--- src/rtl/ext_mem_loader_pkg.sv ---
// Shared opcodes, FSM states and ack bytes for the external-memory loader.
package ext_mem_loader_pkg;

    localparam logic [7:0] OP_WR_IMEM = 8'h10;
    localparam logic [7:0] OP_WR_DMEM = 8'h20;
    localparam logic [7:0] OP_RD_DMEM = 8'h30;
    localparam logic [7:0] OP_RUN     = 8'h40;
    localparam logic [7:0] OP_HALT    = 8'h50;

    localparam logic [7:0] ACK_OK  = 8'hA5;
    localparam logic [7:0] ACK_BAD = 8'hE1;

    typedef enum logic [3:0] {
        ST_IDLE    = 4'd0,
        ST_HDR     = 4'd1,
        ST_PAYLOAD = 4'd2,
        ST_WRITE   = 4'd3,
        ST_RD_REQ  = 4'd4,
        ST_RD_WAIT = 4'd5,
        ST_RD_SEND = 4'd6,
        ST_CSUM    = 4'd7,
        ST_ACK     = 4'd8
    } state_e;

    // True when the last word of the frame lands outside a 2^addr_w-word memory.
    function automatic logic span_exceeds(input logic [15:0] idx,
                                          input logic [7:0]  cnt_m1,
                                          input int unsigned addr_w);
        logic [16:0] last;
        last = {1'b0, idx} + {9'h000, cnt_m1};
        return (last >> addr_w) != '0;
    endfunction

endpackage

--- src/rtl/ext_loader_serdes.sv ---
// Byte/word conversion for the loader: MSB-first shift-in of payload bytes and
// MSB-first shift-out of a loaded word, holding out_data while the sink stalls.
module ext_loader_serdes (
    input  logic        clk,
    input  logic        rst,
    input  logic        in_shift,
    input  logic [7:0]  in_byte,
    output logic [63:0] in_word,
    input  logic        out_load,
    input  logic [63:0] out_word,
    input  logic [3:0]  out_len,
    output logic        out_valid,
    input  logic        out_ready,
    output logic [7:0]  out_data,
    output logic        out_done
);

    logic [63:0] sreg;
    logic [63:0] oreg;
    logic [3:0]  out_left;

    always_ff @(posedge clk) begin
        if (rst) begin
            sreg     <= '0;
            oreg     <= '0;
            out_left <= '0;
        end else begin
            if (in_shift) begin
                sreg <= {sreg[55:0], in_byte};
            end
            if (out_load) begin
                oreg     <= out_word;
                out_left <= out_len;
            end else if (out_valid && out_ready) begin
                oreg     <= {oreg[55:0], 8'h00};
                out_left <= out_left - 4'd1;
            end
        end
    end

    assign in_word   = sreg;
    assign out_valid = (out_left != '0);
    assign out_data  = oreg[63:56];
    assign out_done  = out_valid && out_ready && (out_left == 4'd1);

endmodule

--- src/rtl/ext_mem_loader.sv ---
// Host-side command-stream loader driving the processor's external imem/dmem ports.
// Optional LOADER_CHECKSUM_EN: trailing checksum byte per write frame, answered by an ack byte.
module ext_mem_loader
    import ext_mem_loader_pkg::*;
#(
    parameter int unsigned IMEM_ADDR_W = 9,
    parameter int unsigned DMEM_ADDR_W = 10,
    parameter int unsigned RD_LAT      = 1
) (
    input  logic        clk,
    input  logic        rst,
    input  logic        in_valid,
    input  logic [7:0]  in_data,
    output logic        in_ready,
    output logic        out_valid,
    output logic [7:0]  out_data,
    input  logic        out_ready,
    output logic [63:0] addr_ext,
    output logic        wen_ext,
    output logic        ren_ext,
    output logic [31:0] wdata_ext,
    input  logic [31:0] rdata_ext,
    output logic [63:0] addr_ext_2,
    output logic        wen_ext_2,
    output logic        ren_ext_2,
    output logic [63:0] wdata_ext_2,
    input  logic [63:0] rdata_ext_2,
    output logic        cpu_enable,
    output logic        busy,
    output logic        err
);

    state_e      state;
    logic [7:0]  op;
    logic [1:0]  hdr_cnt;
    logic [15:0] idx;
    logic [8:0]  words_left;
    logic [2:0]  byte_cnt;
    logic [7:0]  lat_cnt;
    logic        suppress;
`ifdef LOADER_CHECKSUM_EN
    logic [7:0]  csum;
`endif

    logic        in_fire;
    logic        hdr_range_bad;
    logic [2:0]  last_byte;
    logic [63:0] word;
    logic        out_load;
    logic [63:0] out_word;
    logic [3:0]  out_len;
    logic        out_done;
    logic        unused_rdata;

    assign unused_rdata  = ^rdata_ext;
    assign in_fire       = in_valid && in_ready;
    assign last_byte     = (op == OP_WR_IMEM) ? 3'd3 : 3'd7;
    assign hdr_range_bad = span_exceeds(idx, in_data,
                                        (op == OP_WR_IMEM) ? IMEM_ADDR_W : DMEM_ADDR_W);

    always_comb begin
        in_ready = 1'b0;
        if (!rst) begin
            case (state)
                ST_IDLE, ST_HDR, ST_PAYLOAD: in_ready = 1'b1;
`ifdef LOADER_CHECKSUM_EN
                ST_CSUM:                     in_ready = 1'b1;
`endif
                default:                     in_ready = 1'b0;
            endcase
        end
    end

    always_comb begin
        out_load = 1'b0;
        out_word = '0;
        out_len  = '0;
        if (state == ST_RD_WAIT && lat_cnt == '0) begin
            out_load = 1'b1;
            out_word = rdata_ext_2;
            out_len  = 4'd8;
        end
`ifdef LOADER_CHECKSUM_EN
        if (state == ST_CSUM && in_fire) begin
            out_load = 1'b1;
            out_word = {(in_data == csum) ? ACK_OK : ACK_BAD, 56'h0};
            out_len  = 4'd1;
        end
`endif
    end

    always_ff @(posedge clk) begin
        if (rst) begin
            state      <= ST_IDLE;
            op         <= '0;
            hdr_cnt    <= '0;
            idx        <= '0;
            words_left <= '0;
            byte_cnt   <= '0;
            lat_cnt    <= '0;
            suppress   <= 1'b0;
            cpu_enable <= 1'b0;
            err        <= 1'b0;
`ifdef LOADER_CHECKSUM_EN
            csum       <= '0;
`endif
        end else begin
            err <= 1'b0;
            case (state)
                ST_IDLE: if (in_fire) begin
                    op      <= in_data;
                    hdr_cnt <= '0;
                    case (in_data)
                        OP_WR_IMEM, OP_WR_DMEM, OP_RD_DMEM: begin
                            if (cpu_enable) err   <= 1'b1;
                            else            state <= ST_HDR;
                        end
                        OP_RUN:  cpu_enable <= 1'b1;
                        OP_HALT: cpu_enable <= 1'b0;
                        default: err <= 1'b1;
                    endcase
                end
                ST_HDR: if (in_fire) begin
                    hdr_cnt <= hdr_cnt + 2'd1;
                    if (hdr_cnt != 2'd2) begin
                        idx <= {idx[7:0], in_data};
                    end else begin
                        words_left <= {1'b0, in_data} + 9'd1;
                        byte_cnt   <= '0;
                        suppress   <= hdr_range_bad;
                        err        <= hdr_range_bad;
`ifdef LOADER_CHECKSUM_EN
                        csum       <= '0;
`endif
                        if (op == OP_RD_DMEM) state <= hdr_range_bad ? ST_IDLE : ST_RD_REQ;
                        else                  state <= ST_PAYLOAD;
                    end
                end
                ST_PAYLOAD: if (in_fire) begin
                    byte_cnt <= byte_cnt + 3'd1;
`ifdef LOADER_CHECKSUM_EN
                    csum     <= csum + in_data;
`endif
                    if (byte_cnt == last_byte) begin
                        byte_cnt <= '0;
                        state    <= ST_WRITE;
                    end
                end
                ST_WRITE: begin
                    words_left <= words_left - 9'd1;
                    idx        <= idx + 16'd1;
                    if (words_left == 9'd1) begin
`ifdef LOADER_CHECKSUM_EN
                        state <= ST_CSUM;
`else
                        state <= ST_IDLE;
`endif
                    end else begin
                        state <= ST_PAYLOAD;
                    end
                end
                ST_RD_REQ: begin
                    lat_cnt <= 8'(RD_LAT - 1);
                    state   <= ST_RD_WAIT;
                end
                ST_RD_WAIT: begin
                    if (lat_cnt == '0) state   <= ST_RD_SEND;
                    else               lat_cnt <= lat_cnt - 8'd1;
                end
                ST_RD_SEND: if (out_done) begin
                    words_left <= words_left - 9'd1;
                    idx        <= idx + 16'd1;
                    state      <= (words_left == 9'd1) ? ST_IDLE : ST_RD_REQ;
                end
`ifdef LOADER_CHECKSUM_EN
                ST_CSUM: if (in_fire) begin
                    err   <= (in_data != csum);
                    state <= ST_ACK;
                end
                ST_ACK: if (out_done) state <= ST_IDLE;
`endif
                default: state <= ST_IDLE;
            endcase
        end
    end

    ext_loader_serdes u_serdes (
        .clk       (clk),
        .rst       (rst),
        .in_shift  (in_fire && state == ST_PAYLOAD),
        .in_byte   (in_data),
        .in_word   (word),
        .out_load  (out_load),
        .out_word  (out_word),
        .out_len   (out_len),
        .out_valid (out_valid),
        .out_ready (out_ready),
        .out_data  (out_data),
        .out_done  (out_done)
    );

    assign addr_ext    = {46'h0, idx, 2'b00};
    assign addr_ext_2  = {45'h0, idx, 3'b000};
    assign wdata_ext   = word[31:0];
    assign wdata_ext_2 = word;
    assign wen_ext     = (state == ST_WRITE) && (op == OP_WR_IMEM) && !suppress;
    assign wen_ext_2   = (state == ST_WRITE) && (op == OP_WR_DMEM) && !suppress;
    assign ren_ext     = 1'b0;
    assign ren_ext_2   = (state == ST_RD_REQ);
    assign busy        = (state != ST_IDLE);

endmodule

--- config.mk ---
export PLATFORM = sky130hd
export DESIGN_NAME = ext_mem_loader
export DESIGN_NICKNAME = d
export VERILOG_FILES = /design/src/rtl/ext_mem_loader_pkg.sv /design/src/rtl/ext_loader_serdes.sv /design/src/rtl/ext_mem_loader.sv
export SDC_FILE = /design/constraint.sdc
export NUM_CORES = 1
export LEC_CHECK = 0
export BUFFER_PORTS_ARGS = -buffer_cell sky130_fd_sc_hd__buf_2
export CORE_UTILIZATION = 25
export CTS_CLUSTER_SIZE = 10
export DETAILED_ROUTE_END_ITERATION = 12
export GPL_TIMING_DRIVEN = 1
export PLACE_DENSITY = 0.52
export SLEW_MARGIN = 40
export SYNTH_ARGS = -nofsm -noshare
export SYNTH_HDL_FRONTEND = slang
export SYNTH_SLANG_ARGS = --single-unit
export TNS_END_PERCENT = 1
--- constraint.sdc ---
create_clock -name clk -period 2.2 [get_ports clk]
set_input_delay 0.33 -clock clk [delete_from_list [all_inputs] [get_ports clk]]
set_output_delay 0.33 -clock clk [all_outputs]
set_load 0.005 [all_outputs]
==> results.md, run 1 <==
- The fraction of registers with async set or reset after synthesis is 0%.
- During I/O placement, the number of pins put on the boundary was between 300 and 400.
- The clock tree from TritonCTS is built.
- Summed over all nets, the half-perimeter wirelength after detailed placement is just under 20 mm.
- In this run the cell area of the synthesized design comes to 9980 µm².
- The number of buffers inserted during clock tree synthesis is 17.
- The most frequently used flop master after synthesis is sky130_fd_sc_hd__dfxtp_1.
- In the global route stage, overall resource usage came out at about an eighth.
- After synthesis, the largest area contributor takes up 36.9% of total cell area.
- The detailed router finished its first iteration with ~540 violations.
- The number of antenna diodes in the final layout is 0.
- After detailed routing, the number of vias per cell comes to approximately 4.5.
- The later pin in the worst-skew pair is clocked with a latency of between 0.4 and 0.5 ns.
- Along the worst path, the maximum fanout reaches 3.
- The average wire length per cell after detail routing is between 10 and 15 µm.
- The finished layout cell area is 11900 µm².
- For the worst setup path, the data required time is 1.87 ns.
- The total congestion overflow is 0.
- The count of unique library cells instantiated by Yosys is between 60 and 70.
- The count of buffers added on input and output ports is roughly 220.
- The area of the core region is roughly 39000 µm².
- After layout, the worst path uses between 90% and 100% of the clock period.
- The first global-routing pass estimated ~44 mm of wire.
- The critical path in this run is classified as reg2out.
- Summing internal, switching and leakage power gives between 9000 and 10000 µW.
- The share of post-route cells with drive strength above 1 is just under 30%.
- Counting flops and latches in the post-synthesis netlist gives roughly 180.
- Counting the fill cells in the layout gives ~4200.
- For this design, the CTS-stage hold fixing added 0 buffers.
- The via total after detailed routing is about 9000.
- The number of flops mapped to enable cells by yosys is 0.
- The maximum root-to-sink buffer count is 2.
- Yosys attributes the largest share of cell area to sky130_fd_sc_hd__dfxtp_1 (37%), sky130_fd_sc_hd__buf_4 (12%), sky130_fd_sc_hd__nand2_1 (12%), sky130_fd_sc_hd__a311oi_2 (8.4%), sky130_fd_sc_hd__a21oi_1 (5.7%).
- Max-cap violations in this run came to 0.
- IR analysis of the VDD net gives a maximum drop of 0.425 mV.
- The post-synthesis sequential area ratio is 36.9%.
- The worst clock skew on the final layout is roughly 0.011 ns.
- Summed over all instances, the cell type with the most area after synthesis is sky130_fd_sc_hd__dfxtp_1.
- Among all cell types in the netlist, the one instantiated most often is sky130_fd_sc_hd__nand2_1.
- The routed design has 27.8 mm of wire.
- The total power per unit cell area is 769 nW/µm².
- The fmax is 455 MHz.
- The count of endpoints failing setup in the final report is 0.
- The growth of design area from synthesis to finish is 19.6%.
- The initial utilization of the core area, before any placement, comes to between 20 and 30%.
- The tightest slew margin relative to the limit is between 50% and 60%.
- The cell area after placement is between 10000 and 15000 µm².
- The first-pass iteration count of the detailed router is 5.
- The leakage dissipation is 0.00478 µW.
- The clock tree root buffer cell is sky130_fd_sc_hd__clkbuf_16.
- The commonest cells after synthesis are sky130_fd_sc_hd__nand2_1 (308), sky130_fd_sc_hd__dfxtp_1 (184), sky130_fd_sc_hd__buf_4 (154).
- The number of global-route vias before repair is approximately 8000.
- In this run the core area contains between 70 and 80 standard-cell rows.
- The Yosys step of the flow raised 0 warnings.
- The congestion estimate from routability-driven global placement came to approximately 0.88.
- The final hold violation count is 0.
- The die span in y is slightly above 200 µm.
- For the pin with the worst max-slew slack, the measured transition is approximately 0.7 ns.
- STA classifies the critical path endpoint as a primary output.
- The pin count of the biggest net entering global routing is 95.
- Clock-pin slew was measured on the worst setup and hold paths at ~0.07 ns.
- Clock tree synthesis found a total of between 150 and 200 sinks.
- After detailed routing, the number of remaining DRC violations is 0.
- The area used by multi-input combinational logic is roughly 5200 µm².
- The number of antenna-violating nets in the routed design is 0.
- The number of slew-limit violations in the final report is 0.
- The H-tree was split into 4 levels.
- The cell count after synthesis is 1266.
- After the last flow step, the layout net total stands at 1553.
- The run finished with clean final reports.
- The die covers ~41000 µm².
- The number of antenna violations at the first check in global routing is 1.
- The mean cell area of the mapped netlist is around 8 µm².
- From left edge to right edge, the die measures between 200 and 250 µm.
- The class of the tightest hold or removal check is in2reg.
- The worst path in the final design needs a cycle of between 2 and 2.5 ns, including I/O delays and setup.
- STA classifies the critical path startpoint as a flop.
- Summing all flip-flop and latch instances after layout gives between 3000 and 4000 µm².
- Setup repair after global routing could not meet its margin everywhere.
- The signal arrival time at the worst endpoint is 1.87 ns.
## where the power goes
group | total (µW) | internal (µW) | switching [µW]
Sequential | 3610 | 3460 | 153
Combinational | 2460 | 933 | 1520
Clock | 3120 | 1610 | 1510
Total | 9190 | 6000 | 3180
## repair_timing
item	4_1_cts	5_1_grt
buffers inserted	3	0
pin swaps	6	8
gates resized for setup	13	8
setup endpoints to repair	5	47
## worst paths after layout
kind | depth (start not counted) | startpoint | end | slack (ns)
setup / recovery | 6 | op[1]$_SDFFE_PP0P_ | wen_ext | 0.002
hold reg to reg | 2 | u_serdes.in_word[59]$_SDFFE_PP0P_ | u_serdes.in_word[59]$_SDFFE_PP0P_ | 0.45
setup reg to reg | 7 | idx[4]$_SDFFE_PP0P_ | suppress$_SDFFE_PP0P_ | 0.06
hold / removal | 3 | rdata_ext_2[2] | u_serdes.oreg[2]$_SDFFE_PP0P_ | 0.13
## critical path: stages (launching register included)
cell	delay [ns]
sky130_fd_sc_hd__dfxtp_2	0.32
sky130_fd_sc_hd__nor4_2	0.28
sky130_fd_sc_hd__buf_4	0.16
sky130_fd_sc_hd__nand3_2	0.09
sky130_fd_sc_hd__or2_4	0.27
sky130_fd_sc_hd__nor3_2	0.13
sky130_fd_sc_hd__buf_2	0.17
## area by class of cell
| type | instances | area share, % |
|---|---|---|
| multi-input combinational | 920 | 43.4 |
| sequential | 184 | 30.9 |
| timing repair buffer | 289 | 14.9 |
| tap | 518 | 5.43 |
| clock buffer | 17 | 3.56 |
| clock inverter | 15 | 1.33 |
| inverter | 16 | 0.503 |
## stage by stage
stage / setup TNS [ns] / hold WS [ns] / setup slack (ns) / util [%] / instances
floorplan: 0 / 0.436 / 0.0139 / - / 1362
global placement: -0.484 / 0.440 / -0.235 / 28.8 / 1924
finish: 0 / 0.126 / 0.00208 / 30.6 / 1959
detailed placement: -0.557 / 0.446 / -0.254 / 28.8 / 1924
global route: -0.191 / 0.109 / -0.0578 / 30.6 / 1959
CTS: -0.0117 / 0.103 / -0.0117 / 30.5 / 1959
## state kept, by name, summed over array words and instances (netlist names)
| register | flops |
|---|---|
| lat_cnt | 8 |
| state | 3 |
| u_serdes.oreg | 64 |
| op | 8 |
| err | 1 |
| hdr_cnt | 2 |
| cpu_enable | 1 |
| suppress | 1 |
| words_left | 9 |
| idx | 16 |
| byte_cnt | 3 |
| u_serdes.in_word | 64 |
| u_serdes.out_left | 4 |
## placed cells by master (no fill, tap or decap), types with 4 or more instances in the layout
master / netlist / layout
sky130_fd_sc_hd__a211oi_1: 13 / 12
sky130_fd_sc_hd__a21oi_1: 113 / 112
sky130_fd_sc_hd__a22oi_1: 11 / 11
sky130_fd_sc_hd__a311oi_2: 56 / 57
sky130_fd_sc_hd__and3_1: 7 / 7
sky130_fd_sc_hd__buf_12: 0 / 12
sky130_fd_sc_hd__buf_2: 8 / 218
sky130_fd_sc_hd__buf_4: 154 / 57
sky130_fd_sc_hd__clkbuf_16: 0 / 17
sky130_fd_sc_hd__clkinv_4: 0 / 4
sky130_fd_sc_hd__conb_1: 1 / 97
sky130_fd_sc_hd__dfxtp_1: 184 / 179
sky130_fd_sc_hd__dfxtp_2: 0 / 5
sky130_fd_sc_hd__ha_1: 17 / 16
sky130_fd_sc_hd__inv_1: 16 / 16
sky130_fd_sc_hd__inv_8: 0 / 4
sky130_fd_sc_hd__nand2_1: 308 / 307
sky130_fd_sc_hd__nand2b_1: 4 / 4
sky130_fd_sc_hd__nand3_1: 34 / 33
sky130_fd_sc_hd__nand3b_1: 4 / 4
sky130_fd_sc_hd__nand4_1: 9 / 9
sky130_fd_sc_hd__nor2_1: 103 / 102
sky130_fd_sc_hd__nor2b_1: 5 / 5
sky130_fd_sc_hd__nor3_1: 10 / 8
sky130_fd_sc_hd__nor4_1: 7 / 5
sky130_fd_sc_hd__o21ai_0: 37 / 34
sky130_fd_sc_hd__o21ai_2: 0 / 4
sky130_fd_sc_hd__o22ai_1: 5 / 5
sky130_fd_sc_hd__o31ai_1: 4 / 4
sky130_fd_sc_hd__or3_1: 5 / 4
sky130_fd_sc_hd__xnor2_1: 9 / 9
sky130_fd_sc_hd__xor2_1: 6 / 6
## metal layers
layer	up-vias	routed length [µm]	global-route usage (%)
li1	4413	-	-
met3	29	1150	2.56
met1	4229	13100	18.4
met5	-	13	0
met2	232	13000	20.7
met4	2	482	4.38
## kinds of logic (layout without fill, tap and decap cells)
family / Yosys count / count (layout) / synth area share [%]
fa+ha+maj: 17 / 17 / 2.13
compound gates: 267 / 267 / 20.8
buf+inv: 258 / 337 / 16.1
flops: 184 / 184 / 36.9
xor+xnor: 15 / 15 / 1.32
other cells: 1 / 97 / 0.0376
mux: 4 / 4 / 0.426
simple gates: 520 / 520 / 22.3
(Power assumes the default switching activity.)
==> inputs of run 2 (changes only) <==
Settings changed: ABC_CLOCK_PERIOD_IN_PS set to 2200, CTS_BUF_LIST set to sky130_fd_sc_hd__clkbuf_4.
==> results.md, run 2 (same netlist as run 1, synthesis figures left out) <==
- Along the worst path, the maximum fanout reaches 3.
- The signal arrival time at the worst endpoint is around 2 ns.
- The number of antenna-violating nets in the routed design is 0.
- The final hold violation count is 0.
- The worst path setup slack after routing is -0.133 ns.
- The H-tree was split into 4 levels.
- The count of pins on the block boundary is approximately 350.
- The row count is 72.
- The leakage dissipation is just under 0.005 µW.
- The chip width is 202 µm.
- The design draws 8140 µW.
- Setup violations remaining at the end of the flow were counted as 2.
- For the finished layout, the period the worst path requires is ~2.3 ns.
- The total wire length is between 20 and 30 mm.
- The average wire length per cell after detail routing is about 14 µm.
- The net count of the finished layout is 1616.
- Using the TritonRoute via totals, the vias-per-cell ratio works out to 4.54.
- The finished layout cell area is between 10000 and 15000 µm².
- The worst clock skew on the final layout is around 0.033 ns.
- The run finished, with violations left.
- The core region is 39000 µm².
- In this run the vertical extent of the chip is 202 µm.
- The kind of end point of the critical path is a primary output.
- Headroom to the max-slew limit came out at 53.2%.
- Clock tree synthesis selected as its root buffer the cell sky130_fd_sc_hd__clkbuf_4.
- The count of buffers added on input and output ports is between 200 and 250.
- TritonCTS created 17 clock buffers.
- In the routed design, unresolved DRC markers number 0.
- The nature of the critical path startpoint is a flop.
- The maximum root-to-sink buffer count is 2.
- Among all stages on the critical path, the largest delay is contributed by sky130_fd_sc_hd__dfxtp_2.
- The highest cell delay on the worst timing path is roughly 0.36 ns.
- The number of global-route vias before repair was 8345.
- The worst path uses 106% of the clock period.
- The signal on the critical path passes through nor4_2, buf_4, nand3_4, or2_4, nor3_2, buf_2.
- The via total after detailed routing is approximately 9000.
- The post-CTS clock slew at the launch and capture registers of the worst setup and hold paths is about 0.17 ns.
- The most common cell after layout, fill and taps aside is sky130_fd_sc_hd__nand2_1.
- The clock tree from TritonCTS is built.
- Setup repair after global routing could not meet its margin everywhere.
- Across the run, the number of max-cap violations was 0.
- The tree built by TritonCTS fans out to approximately 180 sinks.
- The total power per unit cell area is 662 nW/µm².
- The number of placed instances with taps included is between 1500 and 2000.
- In this run the worst hold path is classified as in2reg.
- Fill cells in the final layout number roughly 4200.
- The global-route wire length before repair is around 45 mm.
- Entering global routing, the biggest net connects 95 pins.
- At the pin with the least slew margin, the transition time is roughly 0.7 ns.
- The initial utilization of the core area, before any placement, comes to between 20% and 30%.
- Leaving out fill and tap cells, the most frequent cells in the layout are sky130_fd_sc_hd__nand2_1 (307), sky130_fd_sc_hd__buf_2 (218), sky130_fd_sc_hd__dfxtp_1 (177), sky130_fd_sc_hd__a21oi_1 (113), sky130_fd_sc_hd__nor2_1 (98).
- The die covers roughly 41000 µm².
- The global-route usage over all layers is 13.7%.
- The total congestion overflow is 0.
- Summing all multi-input logic gate instances after layout gives between 5000 and 6000 µm².
- The worst slack at placement is -0.254 ns.
- STA puts the critical path data required time at between 1.5 and 2 ns.
- Summing all flip-flop and latch instances after layout gives about 3700 µm².
- In the final layout, the share of cells above drive strength 1 is roughly 28%.
- The placed wire-length estimate is ~19 mm.
- The checks that failed: negative setup slack.
- The first routing iteration left roughly 540 violations.
- The first-pass iteration count of the detailed router is 4.
- The number of antenna violations at the first check in global routing is 2.
- The clock latency reported for the late side of the worst-skew pair is ~0.64 ns.
- The routability congestion estimate is about 0.9.
- Leaving out filler cells and counting taps, the final layout contains between 2000 and 2500.
- The worst IR drop on VDD is around 0.40 mV.
- The type of the setup path with the least slack is reg2out.
- The number of slew-limit violations in the final report was 0.
- The growth of design area from synthesis to finish is 23.1%.
- The fmax is between 400 and 500 MHz.
- Once placement finished, the instance area stood at between 10000 and 15000 µm².
run 2: cell count changes in the layout (fill, tap and decap cells not counted), moves of 2 or more:
cell                            before  now
sky130_fd_sc_hd__dlygate4sd3_1       0   64
sky130_fd_sc_hd__clkbuf_16          17    0
sky130_fd_sc_hd__clkbuf_4            0   17
sky130_fd_sc_hd__nor2_1            102   98
sky130_fd_sc_hd__nor2_2              1    4
sky130_fd_sc_hd__dfxtp_1           179  177
sky130_fd_sc_hd__dfxtp_4             0    2
run 2: timing repair:
action	4_1_cts	5_1_grt
gates cloned	0	0
hold endpoints to repair	64	0
resized for setup	13	16
pin swaps	4	5
buffers inserted	2	0
setup endpoints to repair	7	91
hold buffers	64	0
run 2: critical path: cells and delay by family, from the launching register on:
family | cells | cell delay (ns)
simple gates | 4 | 0.70
flops | 1 | 0.36
buf+inv | 2 | 0.33
run 2: layer usage:
metal	track usage (%)	wire, µm
met1	18.5	13400
met2	21.7	13500
met3	2.68	1250
met4	4.73	606
met5	0	13
run 2: stage by stage:
| stage | hold slack (ns) | TNS (ns) | util [%] |
|---|---|---|---|
| floorplan | 0.436 | 0 | - |
| global placement | 0.440 | -0.484 | 28.8 |
| detailed placement | 0.446 | -0.557 | 28.8 |
| CTS | 0.0252 | -0.601 | 31.4 |
| global route | 0.0375 | -0.923 | 31.5 |
| finish | 0.116 | -0.208 | 31.5 |
run 2: area by class of cell:
cell class              instances  area share, %
well taps                     518           5.27
flip-flops and latches        184           30.1
repair buffers                352           19.6
diodes                          1         0.0204
clock inverters                15           1.29
inverters                      16          0.488
multi-input cells             920           42.2
clock buffers                  17           1.04
run 2: worst paths after layout:
| check | endpoint | cells after the start | from | slack (ns) |
|---|---|---|---|---|
| hold / removal | u_serdes.in_word[4]$_SDFFE_PP0P_ | 4 | in_data[4] | 0.12 |
| setup reg to reg | state[2]$_SDFFE_PP0P_ | 6 | lat_cnt[2]$_SDFFE_PP0P_ | 0 |
| hold reg to reg | u_serdes.in_word[59]$_SDFFE_PP0P_ | 2 | u_serdes.in_word[59]$_SDFFE_PP0P_ | 0.46 |
| setup / recovery | wen_ext | 6 | op[7]$_SDFFE_PP0P_ | -0.13 |
run 2: where the power goes:
group | switching, µW | internal (µW)
Sequential | 148 | 3470
Clock | 1370 | 607
Combinational | 1560 | 985
Total | 3080 | 5060
==> inputs of run 3 (changes only) <==
Settings changed: CORE_MARGIN set to 2.
==> results.md, run 3 (same netlist as run 1, synthesis figures left out) <==
- The run finished, with violations left.
- The final reports fail on negative setup slack.
- After detailed routing, the average wire length per cell comes to about 14 µm.
- The via total after detailed routing is 9124.
- The leakage dissipation is roughly 0.005 µW.
- The type of the setup path with the least slack is reg2out.
- The worst clock skew on the final layout is around 0.027 ns.
- The internal power is just over 5000 µW.
- The tree built by TritonCTS fans out to 184 sinks.
- Counting the fill cells in the layout gives ~4200.
- For the worst setup path, the data arrival time is 1.98 ns.
- For the finished layout, the period the worst path requires is 2.31 ns.
- The number of placed instances with taps included is around 1900.
- For hold timing, the worst endpoint is u_serdes.oreg[26]$_SDFFE_PP0P_.
- The die outline area is approximately 42000 µm².
- The fraction of the cycle the final worst path needs is 105%.
- The count of nets after finishing is ~1600.
- The first-pass iteration count of the detailed router is 5.
- The growth of design area from synthesis to finish is 23.1%.
- The most common cell after layout, fill and taps aside is sky130_fd_sc_hd__nand2_1.
- The total congestion overflow is 0.
- The portion of total power attributed to combinational logic is a little under a third.
- The worst path setup slack after routing is -0.110 ns.
- The switching power is 2970 µW.
- The instance count along the most critical hold path is 3.
- The critical register-to-register path startpoint is lat_cnt[0]$_SDFFE_PP0P_.
- The total wire length is 28.7 mm.
- In the layout the commonest cells are sky130_fd_sc_hd__nand2_1 (307), sky130_fd_sc_hd__buf_2 (218), sky130_fd_sc_hd__dfxtp_1 (177), sky130_fd_sc_hd__a21oi_1 (113), sky130_fd_sc_hd__nor2_1 (102).
- The post-CTS clock slew at the launch and capture registers of the worst setup and hold paths is roughly 0.16 ns.
- In this run, CTS created clock tree buffers numbering 17.
- The root buffer cell chosen for the clock tree is sky130_fd_sc_hd__clkbuf_4.
- Max-cap violations in this run came to 0.
- The tightest slew margin relative to the limit is about 55%.
- In this run the critical register-to-register path is captured at state[2]$_SDFFE_PP0P_.
- The maximum net fanout on the critical path is 3.
- In the final layout, the multi-input gates occupy about 5200 µm².
- Final hold analysis gives a worst-case slack of 0.0761 ns.
- For this run, design rule violations remaining after detail routing come to 0.
- For this run, the total global-route usage over all layers was measured as a little over an eighth.
- The fmax is about 430 MHz.
- The kind of end point of the critical path is a primary output.
- The post-route netlist has 27.6% of its cells at a drive strength greater than 1.
- In this run the count of I/O pins placed on the die edge is around 350.
- After routing the design area is around 12000 µm².
- Per report_power, the sequential group accounts for 44.8% of the total.
- Detailed placement finished with a half-perimeter wire length of between 15 and 20 mm.
- The clock power share is 24.4%.
- The global-route wire length before repair is between 40 and 50 mm.
- The number of global-route vias before repair is ~8500.
- The filler-free cell count of the finished design is just over 2000.
- The starting density of the core is between 20% and 30%.
- Setup repair after global routing could not meet its margin everywhere.
- The final hold violation count is 0.
- The total power per unit cell area is between 600 and 700 nW/µm².
- The measured slew at the worst slew-check pin is between 0.6 and 0.7 ns.
- TritonCTS built the clock tree.
- The detail route stage leaves a number of antenna-violating nets equal to 0.
- The routability congestion estimate is 0.826.
- The row count is between 70 and 80.
- The slack of the worst reg-to-reg path is -0.02 ns.
- The worst hold path belongs to the class in2reg.
- The count of endpoints failing setup in the final report is 2.
- The area of the core region is 39500 µm².
- The sequential cells in the finished layout cover a total of between 3000 and 4000 µm².
- The number of H-tree levels is 4.
- The pin count of the biggest net entering global routing is 88.
- The die is 204 µm tall.
- The count of port buffers added during placement is 219.
- The number of antenna violations at the first check in global routing is 3.
- Across the VDD grid, the largest voltage drop is between 0.4 and 0.5 mV.
- The floorplan step set the die width to between 200 and 250 µm.
- The number of slew-limit violations in the final report is 0.
- The switching fraction of total power is 36.5%.
- Timing analysis after detailed placement gives a worst setup slack of -0.211 ns.
- The cell area after placement is between 10000 and 15000 µm².
- STA classifies the critical path startpoint as a flop.
- The data required time at the worst endpoint is 1.87 ns.
- Dividing the detail-routed via count by the number of cells gives around 4.5.
- The later pin in the worst-skew pair is clocked with a latency of roughly 0.62 ns.
- The worst hold path begins at rdata_ext_2[26].
- The maximum root-to-sink buffer count is 2.
- The path depth of the worst reg2reg path is 8.
- The DRC violation total after the first TritonRoute iteration is between 400 and 500.
## run 3: cell count changes in the layout (fill, tap and decap cells not counted), sizes merged
cell	before	now
buf	288	292
dlygate4sd3	64	63
bufinv	1	2
clkinvlp	3	2
clkinv	4	5
clkbuf	17	19
inv	23	20
## run 3: timing repair
action | CTS | global route
hold buffers | 63 | 0
gates resized for setup | 10 | 10
hold endpoints to repair | 63 | 0
endpoints found under the setup margin | 9 | 36
pin swaps | 4 | 2
buffers inserted | 2 | 0
## run 3: worst max-delay path by stage
stage / to / startpoint / slack (ns)
finish: wen_ext / op[1]$_SDFFE_PP0P_ / -0.11
detailed placement: suppress$_SDFFE_PP0P_ / in_data[6] / -0.21
global route: wen_ext / op[1]$_SDFFE_PP0P_ / -0.28
CTS: wen_ext / op[1]$_SDFFE_PP0P_ / -0.22
global placement: suppress$_SDFFE_PP0P_ / in_data[6] / -0.20
floorplan: err$_SDFF_PP0_ / in_data[6] / 0.01
## run 3: metrics by stage
| stage | utilization, % | setup TNS [ns] | total power [µW] |
|---|---|---|---|
| after global placement | 28.5 | -0.482 | 6040 |
| after global routing | 31.1 | -1.25 | 8640 |
| after CTS | 31.0 | -0.486 | 8230 |
| final | 31.1 | -0.133 | 8140 |
| after detailed placement | 28.5 | -0.522 | 6070 |
| after floorplan | - | 0 | 5240 |
## run 3: area by class of cell
| cell class | count | area share [%] |
|---|---|---|
| antenna | 1 | 0.0204 |
| inverter | 16 | 0.489 |
| clock buffer | 19 | 1.16 |
| clock inverter | 13 | 1.18 |
| multi-input combinational | 920 | 41.9 |
| tap | 525 | 5.34 |
| sequential | 184 | 30.1 |
| timing repair buffer | 355 | 19.8 |
## run 3: per-layer routing
| layer | wire [µm] | track usage [%] | up-vias |
|---|---|---|---|
| met2 | 13400 | 21.2 | 254 |
| met3 | 1410 | 2.77 | 47 |
| met5 | 27 | 0 | - |
| met1 | 13200 | 17.8 | 4287 |
| li1 | - | - | 4532 |
| met4 | 719 | 4.90 | 4 |
## run 3: critical path: stages, from the launching register on
cell	delay (ns)
sky130_fd_sc_hd__dfxtp_2	0.37
sky130_fd_sc_hd__nor4_4	0.26
sky130_fd_sc_hd__buf_4	0.16
sky130_fd_sc_hd__nand3_4	0.08
sky130_fd_sc_hd__or2_4	0.25
sky130_fd_sc_hd__nor3_2	0.09
sky130_fd_sc_hd__buf_2	0.15
## run 3: power by group through the flow
stage	Clock (µW)	Combinational, µW	Sequential [µW]
2_1_floorplan	0	1580	3650
3_3_place_gp	0	2350	3690
3_5_place_dp	0	2370	3700
4_1_cts	2100	2500	3630
5_1_grt	2220	2750	3670
6_report	1990	2500	3650
